==> config.mk <==
export PLATFORM = sky130hd
export DESIGN_NAME = apb2ahb_bridge
export DESIGN_NICKNAME = d
export VERILOG_FILES = /design/src/rtl/apb2ahb_bridge.sv
export SDC_FILE = /design/constraint.sdc
export NUM_CORES = 1
export LEC_CHECK = 0
export ABC_AREA = 1
export BUFFER_PORTS_ARGS = -buffer_cell sky130_fd_sc_hd__buf_2
export CORE_ASPECT_RATIO = 1.5
export CORE_MARGIN = 1
export CORE_UTILIZATION = 45
export DETAILED_ROUTE_END_ITERATION = 8
export GPL_TIMING_DRIVEN = 0
export PLACE_DENSITY = 0.87
export SETUP_SLACK_MARGIN = 0.5
export SLEW_MARGIN = 20
export SYNTH_ARGS = -nofsm -noshare
export SYNTH_HDL_FRONTEND = slang
export SYNTH_SLANG_ARGS = --single-unit
==> constraint.sdc <==
create_clock -name HCLK -period 2 [get_ports HCLK]
set_input_delay 0.2 -clock HCLK [delete_from_list [all_inputs] [get_ports HCLK]]
set_output_delay 0.2 -clock HCLK [all_outputs]
set_load 0.05 [all_outputs]
==> src/rtl/apb2ahb_bridge.sv <==
// APB slave to AHB-Lite bridge issuing one single NONSEQ transfer per APB access.
// Define APB2AHB_APB4_EN to add PPROT/PSTRB with narrow-write lane mapping.
module apb2ahb_bridge #(
  parameter int ADDRWIDTH = 16
) (
  input  logic                 HCLK,
  input  logic                 HRESETn,
  input  logic                 PCLKEN,
  input  logic                 PSEL,
  input  logic                 PENABLE,
  input  logic [ADDRWIDTH-1:0] PADDR,
  input  logic                 PWRITE,
  input  logic [31:0]          PWDATA,
`ifdef APB2AHB_APB4_EN
  input  logic [2:0]           PPROT,
  input  logic [3:0]           PSTRB,
`endif
  output logic [31:0]          PRDATA,
  output logic                 PREADY,
  output logic                 PSLVERR,
  output logic [ADDRWIDTH-1:0] HADDR,
  output logic [1:0]           HTRANS,
  output logic                 HWRITE,
  output logic [2:0]           HSIZE,
  output logic [3:0]           HPROT,
  output logic [31:0]          HWDATA,
  input  logic [31:0]          HRDATA,
  input  logic                 HREADY,
  input  logic                 HRESP
);

  typedef enum logic [1:0] {
    S_IDLE,
    S_ADDR,
    S_DATA,
    S_RESP
  } state_t;

  localparam logic [ADDRWIDTH-1:0] LANE_MASK = ADDRWIDTH'(3);

  state_t                 state_q, state_d;
  logic [ADDRWIDTH-1:0]   addr_q, addr_d;
  logic                   write_q, write_d;
  logic [31:0]            wdata_q, wdata_d;
  logic [2:0]             size_q, size_d;
  logic [3:0]             prot_q, prot_d;
  logic [31:0]            prdata_q, prdata_d;
  logic                   err_q, err_d;

  logic [2:0]             size_s;
  logic [1:0]             lane_s;
  logic [3:0]             prot_s;
  logic                   bad_s;

  // Transfer attributes derived from the APB setup phase
  always_comb begin
    size_s = 3'b010;
    lane_s = 2'b00;
    prot_s = 4'b0011;
    bad_s  = 1'b0;
`ifdef APB2AHB_APB4_EN
    prot_s = {1'b0, 1'b0 & PPROT[1], PPROT[0], ~PPROT[2]};
    if (PWRITE) begin
      case (PSTRB)
        4'b1111: size_s = 3'b010;
        4'b0011: size_s = 3'b001;
        4'b1100: begin
          size_s = 3'b001;
          lane_s = 2'b10;
        end
        4'b0001: size_s = 3'b000;
        4'b0010: begin
          size_s = 3'b000;
          lane_s = 2'b01;
        end
        4'b0100: begin
          size_s = 3'b000;
          lane_s = 2'b10;
        end
        4'b1000: begin
          size_s = 3'b000;
          lane_s = 2'b11;
        end
        default: bad_s = 1'b1;
      endcase
    end
`endif
  end

  always_comb begin
    state_d  = state_q;
    addr_d   = addr_q;
    write_d  = write_q;
    wdata_d  = wdata_q;
    size_d   = size_q;
    prot_d   = prot_q;
    prdata_d = prdata_q;
    err_d    = err_q;
    unique case (state_q)
      S_IDLE: begin
        if (PCLKEN && PSEL && !PENABLE) begin
          addr_d  = (PADDR & ~LANE_MASK) | ADDRWIDTH'(lane_s);
          write_d = PWRITE;
          wdata_d = PWDATA;
          size_d  = size_s;
          prot_d  = prot_s;
          // Unsupported strobe patterns answer with an error, no AHB traffic
          if (bad_s) begin
            err_d   = 1'b1;
            state_d = S_RESP;
          end else begin
            state_d = S_ADDR;
          end
        end
      end
      S_ADDR: begin
        if (HREADY) state_d = S_DATA;
      end
      S_DATA: begin
        if (HREADY) begin
          if (!write_q) prdata_d = HRDATA;
          err_d   = HRESP;
          state_d = S_RESP;
        end
      end
      S_RESP: begin
        if (PCLKEN && (!PSEL || PENABLE)) begin
          err_d   = 1'b0;
          state_d = S_IDLE;
        end
      end
      default: state_d = S_IDLE;
    endcase
  end

  always_ff @(posedge HCLK or negedge HRESETn) begin
    if (!HRESETn) begin
      state_q  <= S_IDLE;
      addr_q   <= '0;
      write_q  <= 1'b0;
      wdata_q  <= '0;
      size_q   <= 3'b010;
      prot_q   <= 4'b0011;
      prdata_q <= '0;
      err_q    <= 1'b0;
    end else begin
      state_q  <= state_d;
      addr_q   <= addr_d;
      write_q  <= write_d;
      wdata_q  <= wdata_d;
      size_q   <= size_d;
      prot_q   <= prot_d;
      prdata_q <= prdata_d;
      err_q    <= err_d;
    end
  end

  assign HTRANS  = (state_q == S_ADDR) ? 2'b10 : 2'b00;
  assign HADDR   = addr_q;
  assign HWRITE  = write_q;
  assign HSIZE   = size_q;
  assign HPROT   = prot_q;
  assign HWDATA  = wdata_q;
  assign PRDATA  = prdata_q;
  assign PREADY  = (state_q == S_RESP);
  assign PSLVERR = PREADY & err_q;

endmodule

# After elaboration in Yosys (flattened, before gate mapping)
# Index checks and enable logic that the tools add are counted.
dict set report classes {
  n_eq_ne 7
  bitwise_logic 2
  reduce_logical 12
  muxes 9
}
# cell n
set ops {}
lappend ops {{2-bit two-way mux} 5}
lappend ops {{2-bit case mux with 4 select lines} 1}
lappend ops {{2-bit inequality test (second input constant)} 3}
lappend ops {{3-bit AND reduction} 2}
lappend ops {{2-bit equality test (second input constant)} 2}
lappend ops {{4-bit AND reduction} 1}
lappend ops {{1-bit logical AND} 3}
lappend ops {{2-bit by 1-bit equality test with 1-bit output (second input constant)} 1}
lappend ops {{1-bit zero test} 2}
lappend ops {{2-bit zero test} 1}
lappend ops {{1-bit two-way mux} 2}
lappend ops {{2-bit by 1-bit inequality test with 1-bit output (second input constant)} 1}
lappend ops {{1-bit case mux with 2 select lines} 1}
lappend ops {{2-bit AND reduction} 1}
lappend ops {{2-bit nonzero test} 1}
lappend ops {{1-bit bitwise AND} 1}
lappend ops {{1-bit logical OR} 1}
lappend ops {{1-bit inverter} 1}
dict set report totals {
  word_cells 36
  input_bits 88
  regBits 82
  out_inout_bits 92
}

# Depth between registers and ports, before layout
dict set report depth {
  depth_word 5
  mapped_depth 8
  depth_no_buf 7
}

# Least setup slack after synthesis
# No wires, ideal clock.
dict set report synth_timing {
  kind {register -> output}
  from {register state_q[0]}
  to {output port PSLVERR}
  required_ps 1800
  path_buffers 0
  stages_incl_launch_ff 4
  arrival_time_ps 1303
  slack_ps 497
  path_cell_list {dfrtp_1 ha_1 nand2_1 inv_1}
}
dict set report synth_via {
  elab_chain_cells 2
}
# element line
set synth_rtl {}
lappend synth_rtl {{from (decl)} 41} ;# state_t state_q, state_d;
lappend synth_rtl {{from (signal assigned)} 147} ;# state_q <= state_d;
lappend synth_rtl {{2-bit equality test} 165} ;# assign PREADY = (state_q == S_RESP);
lappend synth_rtl {{via PREADY} 19} ;# output logic PREADY,
lappend synth_rtl {{1-bit bitwise AND} 166} ;# assign PSLVERR = PREADY & err_q;
lappend synth_rtl {{to (decl)} 20} ;# output logic PSLVERR,
# The timed path passes the listed nets, and every way through them passes these cells.

# Worst setup path after layout
dict set report layout_timing {
  from {register state_q[1]}
  to {output port HTRANS[1]}
}
dict set report layout_via {
  elab_chain_cells 2
}
# element line
set layout_rtl {}
lappend layout_rtl {{2-bit by 1-bit equality test with 1-bit output} 158} ;# assign HTRANS = (state_q == S_ADDR) ? 2'b10 : 2'b00;
lappend layout_rtl {{2-bit two-way mux} 158}
lappend layout_rtl {{to (decl)} 22} ;# output logic [1:0] HTRANS,
# No other way between the ends.

==> results.md <==
- Final instance area: 4974 sq um
- Sequential share of power: 0.294
- RSZ-0062 raised after global routing: false
- Final Slew Violations: 0
- Worst-path clk slew: 0.06 ns
- DRT Wirelength: 8.464 mm
- Residual DRC: 0
- Critical Path RT: 1.80 ns
- Share of cells above drive strength 1: 0.4249
- Tcrit/Tclk final: 0.7275
- Sw Share: 0.5135
- Die width: 74.47 um
- Worst setup startpoint: state_q[1]$_DFFE_PN0P_
- Internal Pwr Total: 4706 uW
- CTS Sinks: 82
- Max Cap Violations: 0
- DR WL/cell: 12.43 um
- Power density over cell area: 1945 nW/um^2
- Vias in the first global route: 3186
- Final nets: 667
- First-pass DRT Iterations: 4
- Combinational share of power: 0.525
- Hold endpoint: PRDATA[14]$_DFFE_PN0P_
- RR Endpoint: state_q[1]$_DFFE_PN0P_
- Crit. End Element: output port
- Port bufs: 167
- Iter 0 DRT Violations: 125
- Placeable Area: 7612 sq um
- Post-synth cell types: 17
- Fillers: 621
- Status: finished clean
- GRT busiest layer: met2
- Worst vdd ir: 1014 uV
- Buf/Inv on CP: 2
- Fmax: 687.3 MHz
- DR vias: 3140
- Global route overflow: 0
- CP delay by family, top: flip-flops
- Area of the multi-input gates: 1150 sq um
- Final core occ: 0.6534
- Setup violators final: 0
- Tot Pwr: 9674 uW
- Die area: 8243 sq um
- Antenna Nets Post-Route: 0
- Critical path type: flop to output port
- Hold Path Origin: HRDATA[14]
- CTS H-tree depth: 3
- Clock Power Share: 0.181
- Routed vias/inst: 4.611
- Reg area: 2054 sq um
- Final Hold Violating Endpoints: 0
- Reg2Reg Setup Slack: 0.58 ns
- Area Overhead vs Synth: 40.31%
- Crit path max fanout: 4
- Clock Latency Late Sink: 0.34 ns
- Hold WC Path Type: primary input to flop
- Worst setup SP type: flop
- Post-Syn Instances: 386
- Slowest stage delay, CP: 0.45 ns
- Hpwl dp: 6.276 mm
- Maximum buffer depth of the clock tree: 2
- Starting density of the core: 0.4656
- CTS tree: done
- Slowest-stage cell, CP: dfrtp_2
- GP Congestion: 0.7357
- Reg-to-reg startpoint: state_q[0]$_DFFE_PN0P_
- Seq/Total Area, Yosys: 0.5789
- Row count: 39
- Die H: 110.7 um
- CTS root buffer: clkbuf_16
- Leak: 0.002952 uW
- Largest net degree at the start of global routing: 49
- GRT met2 Usage: 0.3928
- Overall Global Routing Usage: 0.2163
- Crit path DAT: 1.26 ns
- Synthesis Warnings: 0
- Minimum clock period: 1.455 ns
- CTS buffer count: 9
- Met1 Usage GRT: 0.2231
- Post-Syn Area per Cell: 9.183 sq um
- Critical Path, Cell by Cell: inv_2 -> ha_2 -> buf_6
- Yosys reg bits: 82
- DP Area: 4571 sq um
- N_diodes: 0
- IO Count: 180
- M3 GR Usage: 0.05545
- TNS Setup: 0 ns
- First-pass GRT wire length: 13.74 mm
- Initial antenna violation count: 0
- Synth Cell Area: 3545 sq um
- Clock skew: 0.004873 ns
- Net Sw Power: 4968 uW
- Hold Path Cell Cnt: 3
- R2R cell count: 7
## routing by layer
layer  vias to the layer above  part of all wire
met1                      1456              0.37
met5                         -                 0
met4                         0             0.019
met2                       122              0.53
li1                       1550                 -
met3                        12             0.075
## repair_timing
item,in CTS,in global routing
endpoints found under the setup margin,43,78
hold buffers,1,0
endpoints found under the hold margin,34,0
buffers inserted,0,0
resized for setup,5,20
## registers in the layout, indices dropped and copies added, names as in the netlist
register  count
HADDR        14
PRDATA       32
state_q       2
HWRITE        1
err_q         1
HWDATA       32
## worst max path at each step
stage                                         to  slack (ns)  depth (start not counted)
after floorplan           state_q[0]$_DFFE_PN0P_        0.61                          6
after detailed placement  HWDATA[19]$_DFFE_PN0P_        0.45                          7
after CTS                   HADDR[8]$_DFFE_PN0P_        0.50                          7
final                                  HTRANS[1]        0.54                          3
after global routing      HWDATA[25]$_DFFE_PN0P_        0.50                          7
after global placement    HWDATA[28]$_DFFE_PN0P_        0.19                          1
## metrics by stage
stage                     hold slack, ns  setup WS [ns]  cells
after floorplan                 -0.09559         0.6092    394
after global placement            0.4332         0.1922    663
after detailed placement          0.1845         0.4548    664
after CTS                        0.08550         0.4993    681
after global routing             0.09568         0.4995    681
final                            0.09549         0.5450    681
## worst register-to-register path, cell delays in order, from the launching register on
cell,delay (ns)
dfrtp_2,0.44
inv_4,0.06
ha_1,0.20
buf_4,0.17
o21ai_2,0.18
nand3_1,0.12
nand2_1,0.08
nand2_1,0.05
## cells by family after synthesis
group / Yosys count / share of synthesized area
buffers and inverters: 83 / 0.1172
other: 2 / 0.002119
adders and majority gates: 5 / 0.01765
AOI/OAI and AO/OA: 50 / 0.09178
and+or+nand+nor: 164 / 0.1924
DFF: 82 / 0.5789
## cells in the mapped netlist, drive strengths merged
cell type	count	area share
buf	28	0.059
clkbuf	2	0.0021
conb	2	0.0021
dfrtp	82	0.58
ha	5	0.018
inv	53	0.056
nand2	125	0.13
nand3	34	0.048
nand4	3	0.0071
nor2	1	0.0032
o21ai	50	0.092
or2	1	0.0018
## power groups by stage
stage / Combinational, uW / Clock, uW / Sequential, uW
6_report: 5080 / 1750 / 2840
3_5_place_dp: 5010 / 0 / 2830
5_1_grt: 5420 / 1840 / 2930
4_1_cts: 5040 / 1770 / 2820
2_1_floorplan: 1270 / 0 / 5340
3_3_place_gp: 4900 / 0 / 2790
## layout make-up
cell class / instances / share of cell area
clock inverter: 7 / 0.01887
timing repair buffer: 169 / 0.1786
inverter: 53 / 0.04050
clock buffer: 9 / 0.04528
tap: 102 / 0.02566
multi-input combinational: 229 / 0.2312
sequential: 82 / 0.4131
buffer: 30 / 0.04679
## layout by cell type, fill, tap and decap left out
master / count
buf_16: 1
buf_2: 171
buf_4: 12
buf_6: 8
buf_8: 1
bufinv_16: 2
clkbuf_16: 9
clkbuf_2: 2
clkbuf_4: 3
clkinv_2: 2
clkinv_4: 1
clkinvlp_4: 2
conb_1: 10
dfrtp_1: 80
dfrtp_2: 2
dlygate4sd3_1: 1
ha_1: 2
ha_2: 1
ha_4: 2
inv_1: 51
inv_2: 1
inv_4: 1
nand2_1: 124
nand2_2: 1
nand3_1: 34
nand4_1: 2
nand4_4: 1
nor2_4: 1
o21ai_0: 6
o21ai_1: 23
o21ai_2: 21
or2_2: 1
Power figures use the tool's default switching activity.
